`src/rtl/serial_tx.sv`:
```
// Framed serial transmitter: start bit, DATA_W data bits LSB first, optional even
// parity, stop bit. Every output is registered except tx_ready, which is decoded from state.
module serial_tx #(
  parameter int DATA_W       = 8,
  parameter int CLKS_PER_BIT = 4,
  parameter int PARITY_EN    = 0
) (
  input  logic              clk,
  input  logic              resetn,
  input  logic [DATA_W-1:0] tx_data,
  input  logic              tx_valid,
  output logic              tx_ready,
  output logic              ser_out,
  output logic              busy,
  output logic              done
);
  localparam int BAUD_W = (CLKS_PER_BIT > 1) ? $clog2(CLKS_PER_BIT) : 1;
  localparam int BIT_W  = (DATA_W > 1) ? $clog2(DATA_W) : 1;
  localparam logic [BAUD_W-1:0] BAUD_LAST = BAUD_W'(CLKS_PER_BIT - 1);
  localparam logic [BIT_W-1:0]  BIT_LAST  = BIT_W'(DATA_W - 1);

  typedef enum logic [2:0] {S_IDLE, S_START, S_DATA, S_PARITY, S_STOP} state_t;

  state_t            r_state;
  logic [BAUD_W-1:0] r_baud;
  logic [BIT_W-1:0]  r_bit;
  logic [DATA_W-1:0] r_shift;
  logic              r_par;
  logic              r_ser;
  logic              r_busy;
  logic              r_done;
  logic [DATA_W-1:0] w_shift_nxt;
  logic              w_baud_end;

  assign w_shift_nxt = r_shift >> 1;
  assign w_baud_end  = (r_baud == BAUD_LAST);
  assign tx_ready    = (r_state == S_IDLE) && resetn;
  assign ser_out     = r_ser;
  assign busy        = r_busy;
  assign done        = r_done;

  // The line value is loaded together with each state transition so that
  // ser_out always reflects the state it is entering in the next cycle.
  always_ff @(posedge clk) begin
    if (!resetn) begin
      r_state <= S_IDLE;
      r_baud  <= '0;
      r_bit   <= '0;
      r_shift <= '0;
      r_par   <= 1'b0;
      r_ser   <= 1'b1;
      r_busy  <= 1'b0;
      r_done  <= 1'b0;
    end else begin
      r_done <= 1'b0;
      case (r_state)
        S_IDLE: begin
          r_ser <= 1'b1;
          if (tx_valid) begin
            r_shift <= tx_data;
            r_par   <= ^tx_data;
            r_baud  <= '0;
            r_bit   <= '0;
            r_ser   <= 1'b0;
            r_busy  <= 1'b1;
            r_state <= S_START;
          end
        end
        S_START: begin
          if (w_baud_end) begin
            r_baud  <= '0;
            r_ser   <= r_shift[0];
            r_state <= S_DATA;
          end else begin
            r_baud <= r_baud + 1'b1;
          end
        end
        S_DATA: begin
          if (w_baud_end) begin
            r_baud <= '0;
            if (r_bit == BIT_LAST) begin
              if (PARITY_EN != 0) begin
                r_ser   <= r_par;
                r_state <= S_PARITY;
              end else begin
                r_ser   <= 1'b1;
                r_state <= S_STOP;
              end
            end else begin
              r_bit   <= r_bit + 1'b1;
              r_shift <= w_shift_nxt;
              r_ser   <= w_shift_nxt[0];
            end
          end else begin
            r_baud <= r_baud + 1'b1;
          end
        end
        S_PARITY: begin
          if (w_baud_end) begin
            r_baud  <= '0;
            r_ser   <= 1'b1;
            r_state <= S_STOP;
          end else begin
            r_baud <= r_baud + 1'b1;
          end
        end
        S_STOP: begin
          if (w_baud_end) begin
            r_baud  <= '0;
            r_ser   <= 1'b1;
            r_busy  <= 1'b0;
            r_done  <= 1'b1;
            r_state <= S_IDLE;
          end else begin
            r_baud <= r_baud + 1'b1;
          end
        end
        default: begin
          r_state <= S_IDLE;
          r_ser   <= 1'b1;
          r_busy  <= 1'b0;
        end
      endcase
    end
  end
endmodule

```
`config.mk`:
```
export PLATFORM = sky130hd
export DESIGN_NAME = serial_tx
export DESIGN_NICKNAME = d
export VERILOG_FILES = /design/src/rtl/serial_tx.sv
export SDC_FILE = /design/constraint.sdc
export NUM_CORES = 1
export LEC_CHECK = 0
export BUFFER_PORTS_ARGS = -buffer_cell sky130_fd_sc_hd__buf_2
export CORE_MARGIN = 8
export CORE_UTILIZATION = 41
export CTS_CLUSTER_DIAMETER = 100
export DETAILED_ROUTE_END_ITERATION = 7
export GPL_TIMING_DRIVEN = 0
export PLACE_DENSITY = 0.72
export SYNTH_ARGS = -nofsm -noshare
export SYNTH_HDL_FRONTEND = slang
export SYNTH_SLANG_ARGS = --single-unit
```
`constraint.sdc`:
```
create_clock -name clk -period 1.5 [get_ports clk]
set_clock_uncertainty 0.1 [all_clocks]
set_input_delay 0.15 -clock clk [delete_from_list [all_inputs] [get_ports clk]]
set_output_delay 0.15 -clock clk [all_outputs]
set_load 0.005 [all_outputs]
```
==> flow_summary.toml, run 1 <==
[timing]
setup_viol = 11
rsz0062_at_grt = "yes"
min_period_over_period = 1.075
finalMaxSlewViolations = 0
max_freq_ghz = 0.6202
slew_headroom = 0.6987
finalWorstSetupSlack_ns = -0.1124
period_minus_slack_ns = 1.612
finalHoldViolCount = 0
worstMarginPinSlew_ns = 0.4463

[cells_and_area]
diodes = 0
final_common_cell = "buf_4"
area_growth_pct = 32.61
layout.nets = 162
instances_no_fill = 177
final_cell_mix = "buf_4 (16), buf_2 (15), dfxtp_1 (15), mux2i_1 (12), o21bai_1 (7)"
fillers = 209
drive_gt1_frac = 0.3878

[floorplan]
core_sq_um = 2500
die_w_um = 67.65
die_h_um = 67.65
die_area_sq_um = 4576
initial_core_util = 0.4374
rows = 18
ios = 15

[placed_design]
io_buffers = 13
hpwl_mm = 1.821
post-place-ws_ns = -0.1161
place.gp.congestion = 0.8852
dp_cells = 161

[setup_path]
crit_top_cell = "ha_4"
rr_worst_depth = 6
r2r_slack_ns = -0.11
required_ns = 1.63
slowest_delay_ns = 0.35
crit_type = "reg -> reg"
r2r_start = "r_bit[0]"
crit_arrival_ns = 1.75
path_buf_inv = 1
r2r_end = "r_bit[1]"
crit_chain = "ha_4, ha_4, and3b_2, o21a_4, buf_8, mux2i_1"
path_max_fanout = 5
critPathCaptureType = "flop"
startpoint_type = "flop"
crit_slowest_cell = "dfxtp_2"
cp_top_family = "flip-flops"

[routing]
viasPerCell = 5.831
met3_length_um = 82
dr.first_iter.drc_count = 21
ant_nets = 0
dr.max_layer_used = "met4"
wl_met1_mm = 1.269
first_pass_iters = 4
dr_wl_met2_mm = 1.349
vias = 1032
wl_per_cell_um = 15.45
wl_mm = 2.735
route.detailed.drc = 0

[min_path]
hp-class = "in -> reg"
holdPathEnd = "r_shift[7]"
min-delay-start = "tx_data[7]"
min_delay_path_depth = 3

[synth]
avgSynthCellArea_sq_um = 9.267
syn_area_sq_um = 1094
ys_types = 37
ys_warn_count = 0
syn_nets = 132
syn_inst = 118
yosysSeqAreaShare = 0.3478
ys_seq_elements = 19

[power]
switching_share = 0.2722
comb_power_share = 0.198
p_switching_uw = 277.5
cell_internal_pwr_uw = 742.1
clock_power_share = 0.263
vdd_drop_max_mv = 0.4486
seqPwrFrac = 0.540
leakagePower_nw = 0.5691
powerDensity_nw_per_um2 = 703.1

[flow_run]
drv_cap = 0

[grt]
antenna_found_initial = 0
overflow = 0
grtUsageTotal = 0.1152
grt_pass1_vias = 934
grt_pass1_wl_mm = 4.112
grt_max_degree = 20

[clock_tree]
postCtsHoldBufs = 0
clk_latency_ns = 0.30
cts_inserted_buffers = 3
clockRootBuffer = "clkbuf_4"
clk_path_buf_depth = 2
cts_tree = "yes"
path_clk_slew_ns = 0.11
cts-htree-levels = 1
cts_num_sinks = 19

[status]
failed_checks = "negative setup slack"
status = "finished with violations"
[power groups by stage]
stage	Clock [mW]	Combinational [mW]	Sequential, mW
floorplan	0	0.104	0.558
global placement	0	0.141	0.561
detailed placement	0	0.145	0.562
CTS	0.271	0.175	0.553
global route	0.289	0.220	0.554
finish	0.268	0.202	0.550
[what timing repair did]
action / in CTS / in global routing
buffers inserted: 5 / 9
endpoints found under the setup margin: 11 / 15
gates cloned: 1 / 0
pin swaps: 2 / 2
resized for setup: 19 / 11
[metrics by stage]
step	area [sq um]	hold slack (ns)	utilization	power, mW	TNS, ns
3_5_place_dp	1226	0.3502	0.4905	0.7073	-0.6896
2_1_floorplan	1124	0.2184	-	0.6614	-0.03580
6_report	1450	0.01778	0.5801	1.020	-0.7993
3_3_place_gp	1226	0.3340	0.4905	0.7024	-0.5570
5_1_grt	1450	0.02977	0.5801	1.063	-1.246
4_1_cts	1341	0.02572	0.5365	0.9995	-0.6140
[worst max path at each step]
| stage | startpoint | end | cells after the start |
|---|---|---|---|
| final | r_bit[0] | r_bit[1] | 6 |
| after global placement | r_bit[0] | r_bit[0] | 7 |
| after floorplan | r_bit[1] | r_bit[0] | 7 |
| after detailed placement | r_baud[0] | r_bit[1] | 6 |
| after global routing | r_bit[0] | r_shift[3] | 6 |
| after CTS | r_bit[0] | r_bit[1] | 6 |
[per-layer routing]
metal  GRT usage  vias up
met4     0.05483        0
met2      0.1941       21
met1      0.1343      504
met3     0.02649        4
li1            -      503
met5           0        -
[registers in the layout, indices dropped and copies added, names as in the netlist]
signal	cells
r_shift	8
done	1
busy	1
r_bit	3
r_state	3
r_baud	2
ser_out	1
[cells by family (layout without fill, tap and decap cells)]
group           Yosys count  after routing  synth area share
simple gates             33             33            0.1934
buf+inv                  15             44           0.07894
compound gates           36             36            0.2357
mux                      12             12            0.1098
fa+ha+maj                 3              3           0.03433
flops                    19             19            0.3478
[cell type report]
class                   count  area, sq um  area share
inverters                   2        7.507    0.005177
clock buffers               4        26.28     0.01812
flip-flops and latches     19        390.4      0.2692
repair buffers             28        197.7      0.1363
multi-input cells          84        704.4      0.4858
well taps                  30        37.54     0.02588
plain buffers              10        86.33     0.05953
[cells in the mapped netlist (all sizes together)]
master / number / share of area
nand3b: 2 / 0.014
nand3: 4 / 0.018
and3b: 2 / 0.017
buf: 10 / 0.062
dfxtp: 19 / 0.35
inv: 2 / 0.0069
o21bai: 7 / 0.048
o21ai: 5 / 0.023
nor2: 2 / 0.0069
or3: 1 / 0.0057
a22oi: 1 / 0.0069
o311a: 2 / 0.018
o311ai: 7 / 0.056
mux2i: 12 / 0.11
nor4b: 2 / 0.016
nand2: 5 / 0.017
ha: 3 / 0.034
a21oi: 8 / 0.037
a31oi: 1 / 0.0057
nor3b: 5 / 0.039
clkbuf: 3 / 0.010
o31ai: 1 / 0.0069
nor3: 2 / 0.0092
nand4: 1 / 0.0057
nor4: 1 / 0.0057
nor2b: 2 / 0.011
nand2b: 1 / 0.0057
o21a: 4 / 0.034
and3: 1 / 0.0057
or4: 1 / 0.0069
and4: 1 / 0.0092
[tightest hold or removal path: cells and delay by family]
| kind | cells | cell delay [ns] |
|---|---|---|
| buffers and inverters | 1 | 0.10 |
| and+or+nand+nor | 1 | 0.07 |
| muxes | 1 | 0.06 |
Note: power is estimated with default switching activity, not from simulation.
==> run 2: changes to the inputs <==
--- a/config.mk
+++ b/config.mk
@@ -7,11 +7,11 @@
 export LEC_CHECK = 0
 export BUFFER_PORTS_ARGS = -buffer_cell sky130_fd_sc_hd__buf_2
 export CORE_MARGIN = 8
-export CORE_UTILIZATION = 41
+export CORE_UTILIZATION = 50
 export CTS_CLUSTER_DIAMETER = 100
 export DETAILED_ROUTE_END_ITERATION = 7
 export GPL_TIMING_DRIVEN = 0
-export PLACE_DENSITY = 0.72
+export PLACE_DENSITY = 0.74
 export SYNTH_ARGS = -nofsm -noshare
 export SYNTH_HDL_FRONTEND = slang
 export SYNTH_SLANG_ARGS = --single-unit
==> run 2 against run 1 <==
Largest cell class unchanged. Non-clock buffer count decreased by 1. Clock power about the same. Design area increased by 3.5%. Critical endpoint unchanged. Sequential share of layout area decreased by 0.84 points. First-iteration DRC count increased by 140%. Die area decreased by 14%. Worst hold slack improved by 0.0056 ns. The run still ends with negative setup slack left. Clock-buffer cell count decreased by 1. Cell count decreased by 1.7%.
==> flow_summary.toml, run 2 (synthesized netlist as in run 1, its figures left out) <==
[power]
total_power_mw = 1.024
switching_share = 0.2852
p_switching_uw = 292.1
cell_internal_pwr_uw = 732.2
seqPwrFrac = 0.541
comb_power_share = 0.197
powerDensity_nw_per_um2 = 682.2
clock_power_share = 0.262
vdd_drop_max_mv = 0.5509
leakagePower_nw = 0.5725

[cells_and_area]
reg_top3 = "r_shift (8), r_bit (3), r_state (3)"
final_cell_area_sq_um = 1501
final_cell_mix = "buf_2 (15), dfxtp_1 (14), buf_4 (13), mux2i_1 (12), o21bai_1 (7)"
fillers = 163
largest_reg_flops = 8
instances_no_fill = 174
multiInputGateArea_sq_um = 757.0
regMostFlops = "r_shift"
layout.nets = 161
final_common_cell = "buf_2"
final_util = 0.6989
diodes = 0
drive_gt1_frac = 0.4247
area_growth_pct = 37.30
ff_latch_area_sq_um = 391.6

[floorplan]
ios = 15
die_area_sq_um = 3939
die_w_um = 62.77
die_h_um = 62.77
core_sq_um = 2148
initial_core_util = 0.5090
rows = 17

[clock_tree]
postCtsHoldBufs = 0
cts_tree = "yes"
cts_inserted_buffers = 3
path_clk_slew_ns = 0.11
clockRootBuffer = "clkbuf_4"
cts-htree-levels = 1
clk_latency_ns = 0.30
clk_path_buf_depth = 2
cts_num_sinks = 19

[routing]
dr.first_iter.drc_count = 51
first_pass_iters = 4
route.detailed.drc = 0
wl_mm = 3.039
viasPerCell = 5.983
ant_nets = 0
vias = 1041
wl_per_cell_um = 17.47

[timing]
timing.hold.ws_ns = 0.02338
finalHoldViolCount = 0
rsz0062_at_grt = "yes"
finalMaxSlewViolations = 0
finalSetupTns_ns = -0.7015
slew_headroom = 0.5289
min_period_over_period = 1.073
finalWorstSetupSlack_ns = -0.1097
max_freq_ghz = 0.6212
period_minus_slack_ns = 1.610
worstMarginPinSlew_ns = 0.7066
setup_viol = 13

[setup_path]
crit_slowest_cell = "dfxtp_2"
startpoint_type = "flop"
crit_arrival_ns = 1.74
required_ns = 1.63
r2r_end = "r_bit[1]"
crit_top_cell = "ha_4"
path_max_fanout = 5
r2r_start = "r_bit[1]"
crit_chain = "ha_4, ha_4, and3b_2, o21a_4, buf_8, mux2i_1"
crit_type = "reg -> reg"
slowest_delay_ns = 0.36
critPathCaptureType = "flop"
rr_worst_depth = 6
r2r_slack_ns = -0.11

[grt]
antenna_found_initial = 0
grt_pass1_vias = 1030
grt_max_degree = 12
overflow = 0
grt_pass1_wl_mm = 4.767
grtUsageTotal = 0.1468

[min_path]
min_delay_path_depth = 3
min-delay-start = "tx_data[7]"
holdPathEnd = "r_shift[7]"
hp-class = "in -> reg"

[placed_design]
place.gp.congestion = 0.8450
io_buffers = 13
dp_cells = 159
placed_cell_area_sq_um = 1224
hpwl_mm = 1.835
post-place-ws_ns = -0.1433

[flow_run]
drv_cap = 0

[status]
status = "finished with violations"
failed_checks = "negative setup slack"
[run 2: how the worst max path moves through the flow]
stage          slack (ns)  startpoint  cells past startpoint  endpoint
5_1_grt             -0.19    r_bit[0]                      6  r_bit[1]
3_3_place_gp        -0.09    r_bit[0]                      7  r_bit[0]
3_5_place_dp        -0.14    r_bit[0]                      7  r_bit[1]
2_1_floorplan       -0.01    r_bit[1]                      7  r_bit[0]
6_report            -0.11    r_bit[1]                      6  r_bit[1]
4_1_cts             -0.14    r_bit[0]                      7  r_bit[1]
[run 2: repair_timing]
item	4_1_cts	5_1_grt
cloned	1	0
buffers inserted	7	4
pin swaps	0	1
resized for setup	28	15
endpoints found under the hold margin	0	0
endpoints found under the setup margin	11	14
[run 2: routing by layer]
metal,vias up,global-route usage,wire length [um]
li1,504,-,-
met2,28,0.2510,1581
met5,-,0,0
met4,0,0.07123,34
met1,501,0.1701,1307
met3,8,0.02867,115
[run 2: power groups by stage]
| stage | logic [mW] | registers (mW) | clock network, mW |
|---|---|---|---|
| final | 0.202 | 0.554 | 0.269 |
| after global routing | 0.219 | 0.558 | 0.284 |
| after CTS | 0.189 | 0.553 | 0.272 |
| after detailed placement | 0.145 | 0.563 | 0 |
| after global placement | 0.141 | 0.561 | 0 |
| after floorplan | 0.104 | 0.558 | 0 |
[run 2: cell type report]
type,count,share of cell area
inverter,2,0.005000
tap,28,0.02333
timing repair buffer,25,0.1167
multi-input combinational,84,0.5042
clock inverter,1,0.003333
sequential,19,0.2608
clock buffer,3,0.01500
buffer,12,0.07167
[run 2: worst max-delay path, delay by kind of cell, from the launching register on]
family          cells  cell delay, ns
flops               1            0.36
fa+ha+maj           2            0.31
simple gates        1            0.28
compound gates      1            0.18
mux                 1            0.18
buf+inv             1            0.13
==> run 3: changes to the inputs <==
--- a/config.mk
+++ b/config.mk
@@ -5,12 +5,12 @@
 export SDC_FILE = /design/constraint.sdc
 export NUM_CORES = 1
 export LEC_CHECK = 0
+export ABC_AREA = 1
 export BUFFER_PORTS_ARGS = -buffer_cell sky130_fd_sc_hd__buf_2
 export CORE_MARGIN = 8
 export CORE_UTILIZATION = 50
 export CTS_CLUSTER_DIAMETER = 100
 export DETAILED_ROUTE_END_ITERATION = 7
-export GPL_TIMING_DRIVEN = 0
 export PLACE_DENSITY = 0.74
 export SYNTH_ARGS = -nofsm -noshare
 export SYNTH_HDL_FRONTEND = slang
==> run 3 against run 2 <==
First-iteration DRC count fell by 31%. Register-to-register slack better by 0.18 ns. Design area shrank 5.7%. Largest cell class unchanged. Critical endpoint is now tx_ready. The run now ends clean. Core utilization is 0.86 points higher.
==> flow_summary.toml, run 3 <==
[status]
status = "finished clean"

[routing]
first_pass_iters = 4
wl_mm = 2.853
viasPerCell = 5.335
wl_per_cell_um = 12.91
vias = 1179
dr.first_iter.drc_count = 35
route.detailed.drc = 0
ant_nets = 0

[cells_and_area]
layout.nets = 209
diodes = 0
largest_reg_flops = 8
area_growth_pct = 31.78
final_common_cell = "nand2_1"
drive_gt1_frac = 0.3454
final_cell_area_sq_um = 1416
regMostFlops = "r_shift"
final_util = 0.7075
ff_latch_area_sq_um = 391.6
final_cell_mix = "nand2_1 (43), nand3_1 (27), nor2_1 (22)"
fillers = 180
multiInputGateArea_sq_um = 701.9
reg_top3 = "r_shift (8), r_bit (3), r_state (3)"

[grt]
grt-busiest-layer = "met2"
gr-usage-met2 = 0.2458
use_met1 = 0.1488
overflow = 0
grt_max_degree = 15
grt_pass1_vias = 1102
antenna_found_initial = 0
grt_pass1_wl_mm = 4.567
grtUsageTotal = 0.1359
globalRouteMet3Util = 0.03047

[placed_design]
place.gp.congestion = 0.8768
hpwl_mm = 1.899
placed_cell_area_sq_um = 1226
io_buffers = 14

[clock_tree]
cts_inserted_buffers = 3
postCtsHoldBufs = 0
path_clk_slew_ns = 0.12
clk_path_buf_depth = 2
cts_num_sinks = 19
cts_tree = "yes"
clockRootBuffer = "clkbuf_4"
clk_latency_ns = 0.31
cts-htree-levels = 1

[synth]
ys_seq_elements = 19
synthSimpleGateAreaFrac = 0.4831
synth_top_area_frac = 0.3539
avgSynthCellArea_sq_um = 6.634
synth_ff_type = "dfxtp_1"
synthAdderAreaFrac = 0.03492
syn_inst = 162
yosysSeqAreaShare = 0.3539
syn_nets = 176
synth_top_family_by_area = "simple AND/OR/NAND/NOR gates"
yosys-top-cells-area = "dfxtp_1 (35%), nand2_1 (15%), nand3_1 (13%)"
synth_compound_area_frac = 0.04307
ys_warn_count = 0
synth_mux_area_frac = 0
syn_area_sq_um = 1075
synth-edff-count = 0
synth_common_cells = "nand2_1 (44), nand3_1 (27), nor2_1 (25)"
async_reset_ff_frac = 0
synth_area_leader_cell = "dfxtp_1"
synth_most_common_cell = "nand2_1"
synth-xor-area-share = 0
ys_types = 21

[timing]
min_period_over_period = 0.9806
finalMaxSlewViolations = 0
rsz0062_at_grt = "yes"
worstMarginPinSlew_ns = 0.2496
finalHoldViolCount = 0
setup_viol = 0
period_minus_slack_ns = 1.471
max_freq_ghz = 0.6799
slew_headroom = 0.8334

[setup_path]
path_max_fanout = 6
startpoint_type = "flop"
r2r_slack_ns = 0.07
crit_type = "reg -> out"
required_ns = 1.25
critPathCaptureType = "output port"
crit_arrival_ns = 1.22

[floorplan]
die_area_sq_um = 3889
core_sq_um = 2002
rows = 16
initial_core_util = 0.5369
die_h_um = 62.37
ios = 15
die_w_um = 62.37

[min_path]
hp-class = "in -> reg"

[power]
powerDensity_nw_per_um2 = 2076
vdd_drop_max_mv = 1.189
leakagePower_nw = 0.7006

[flow_run]
drv_cap = 0
[run 3: worst max-delay path, cell delays in order (launching register included)]
cell     delay (ns)
dfxtp_4        0.39
nor2_4         0.12
nand2_2        0.09
buf_6          0.13
nor2_4         0.07
buf_2          0.11
[run 3: cell families after synthesis]
kind of cell / Yosys count
DFF: 19
adders and majority gates: 3
and+or+nand+nor: 112
buffers and inverters: 19
AOI/OAI and AO/OA: 9
[run 3: power breakdown]
group	internal [mW]	total [mW]	leakage [nW]	switching [mW]
logic	0.761	1.82	0.524	1.06
clock network	0.0996	0.274	0.0177	0.174
registers	0.696	0.846	0.159	0.150
total	1.56	2.94	0.701	1.38
[run 3: layout make-up]
| cell class | count | share of cell area |
|---|---|---|
| Clock inverter | 1 | 0.003534 |
| Multi-Input combinational cell | 126 | 0.4956 |
| Tap cell | 27 | 0.02385 |
| Sequential cell | 19 | 0.2765 |
| Timing Repair Buffer | 30 | 0.1396 |
| Clock buffer | 3 | 0.01590 |
| Inverter | 15 | 0.04505 |
[run 3: path summary, 6_finish.rpt]
check	from	to	depth (start not counted)
min	tx_valid	busy	3
min reg2reg	busy	busy	2
max reg2reg	r_state[1]	r_shift[2]	8
max	r_state[0]	tx_ready	5
[run 3: routing by layer]
metal	routed length (um)	up-vias
met2	1486	38
met1	1159	543
met5	0	-
li1	-	594
met3	170	4
met4	37	0
[run 3: timing repair]
item | 4_1_cts | 5_1_grt
cloned | 0 | 2
endpoints found under the setup margin | 12 | 15
pin swaps | 1 | 9
gates resized for setup | 8 | 24
buffers inserted | 1 | 4
[run 3: per-stage QoR]
step | hold slack, ns | power, mW | setup TNS, ns | cells | setup slack [ns]
floorplan | 0.1761 | 1.875 | 0 | 162 | 0.1108
global placement | 0.3230 | 2.161 | -0.5644 | 210 | -0.06395
detailed placement | 0.3361 | 2.210 | -1.234 | 210 | -0.1278
CTS | 0.001458 | 2.562 | 0 | 215 | 0.001684
global route | 0.02742 | 3.198 | -0.07835 | 221 | -0.02566
finish | 0.01616 | 2.940 | 0 | 221 | 0.02911
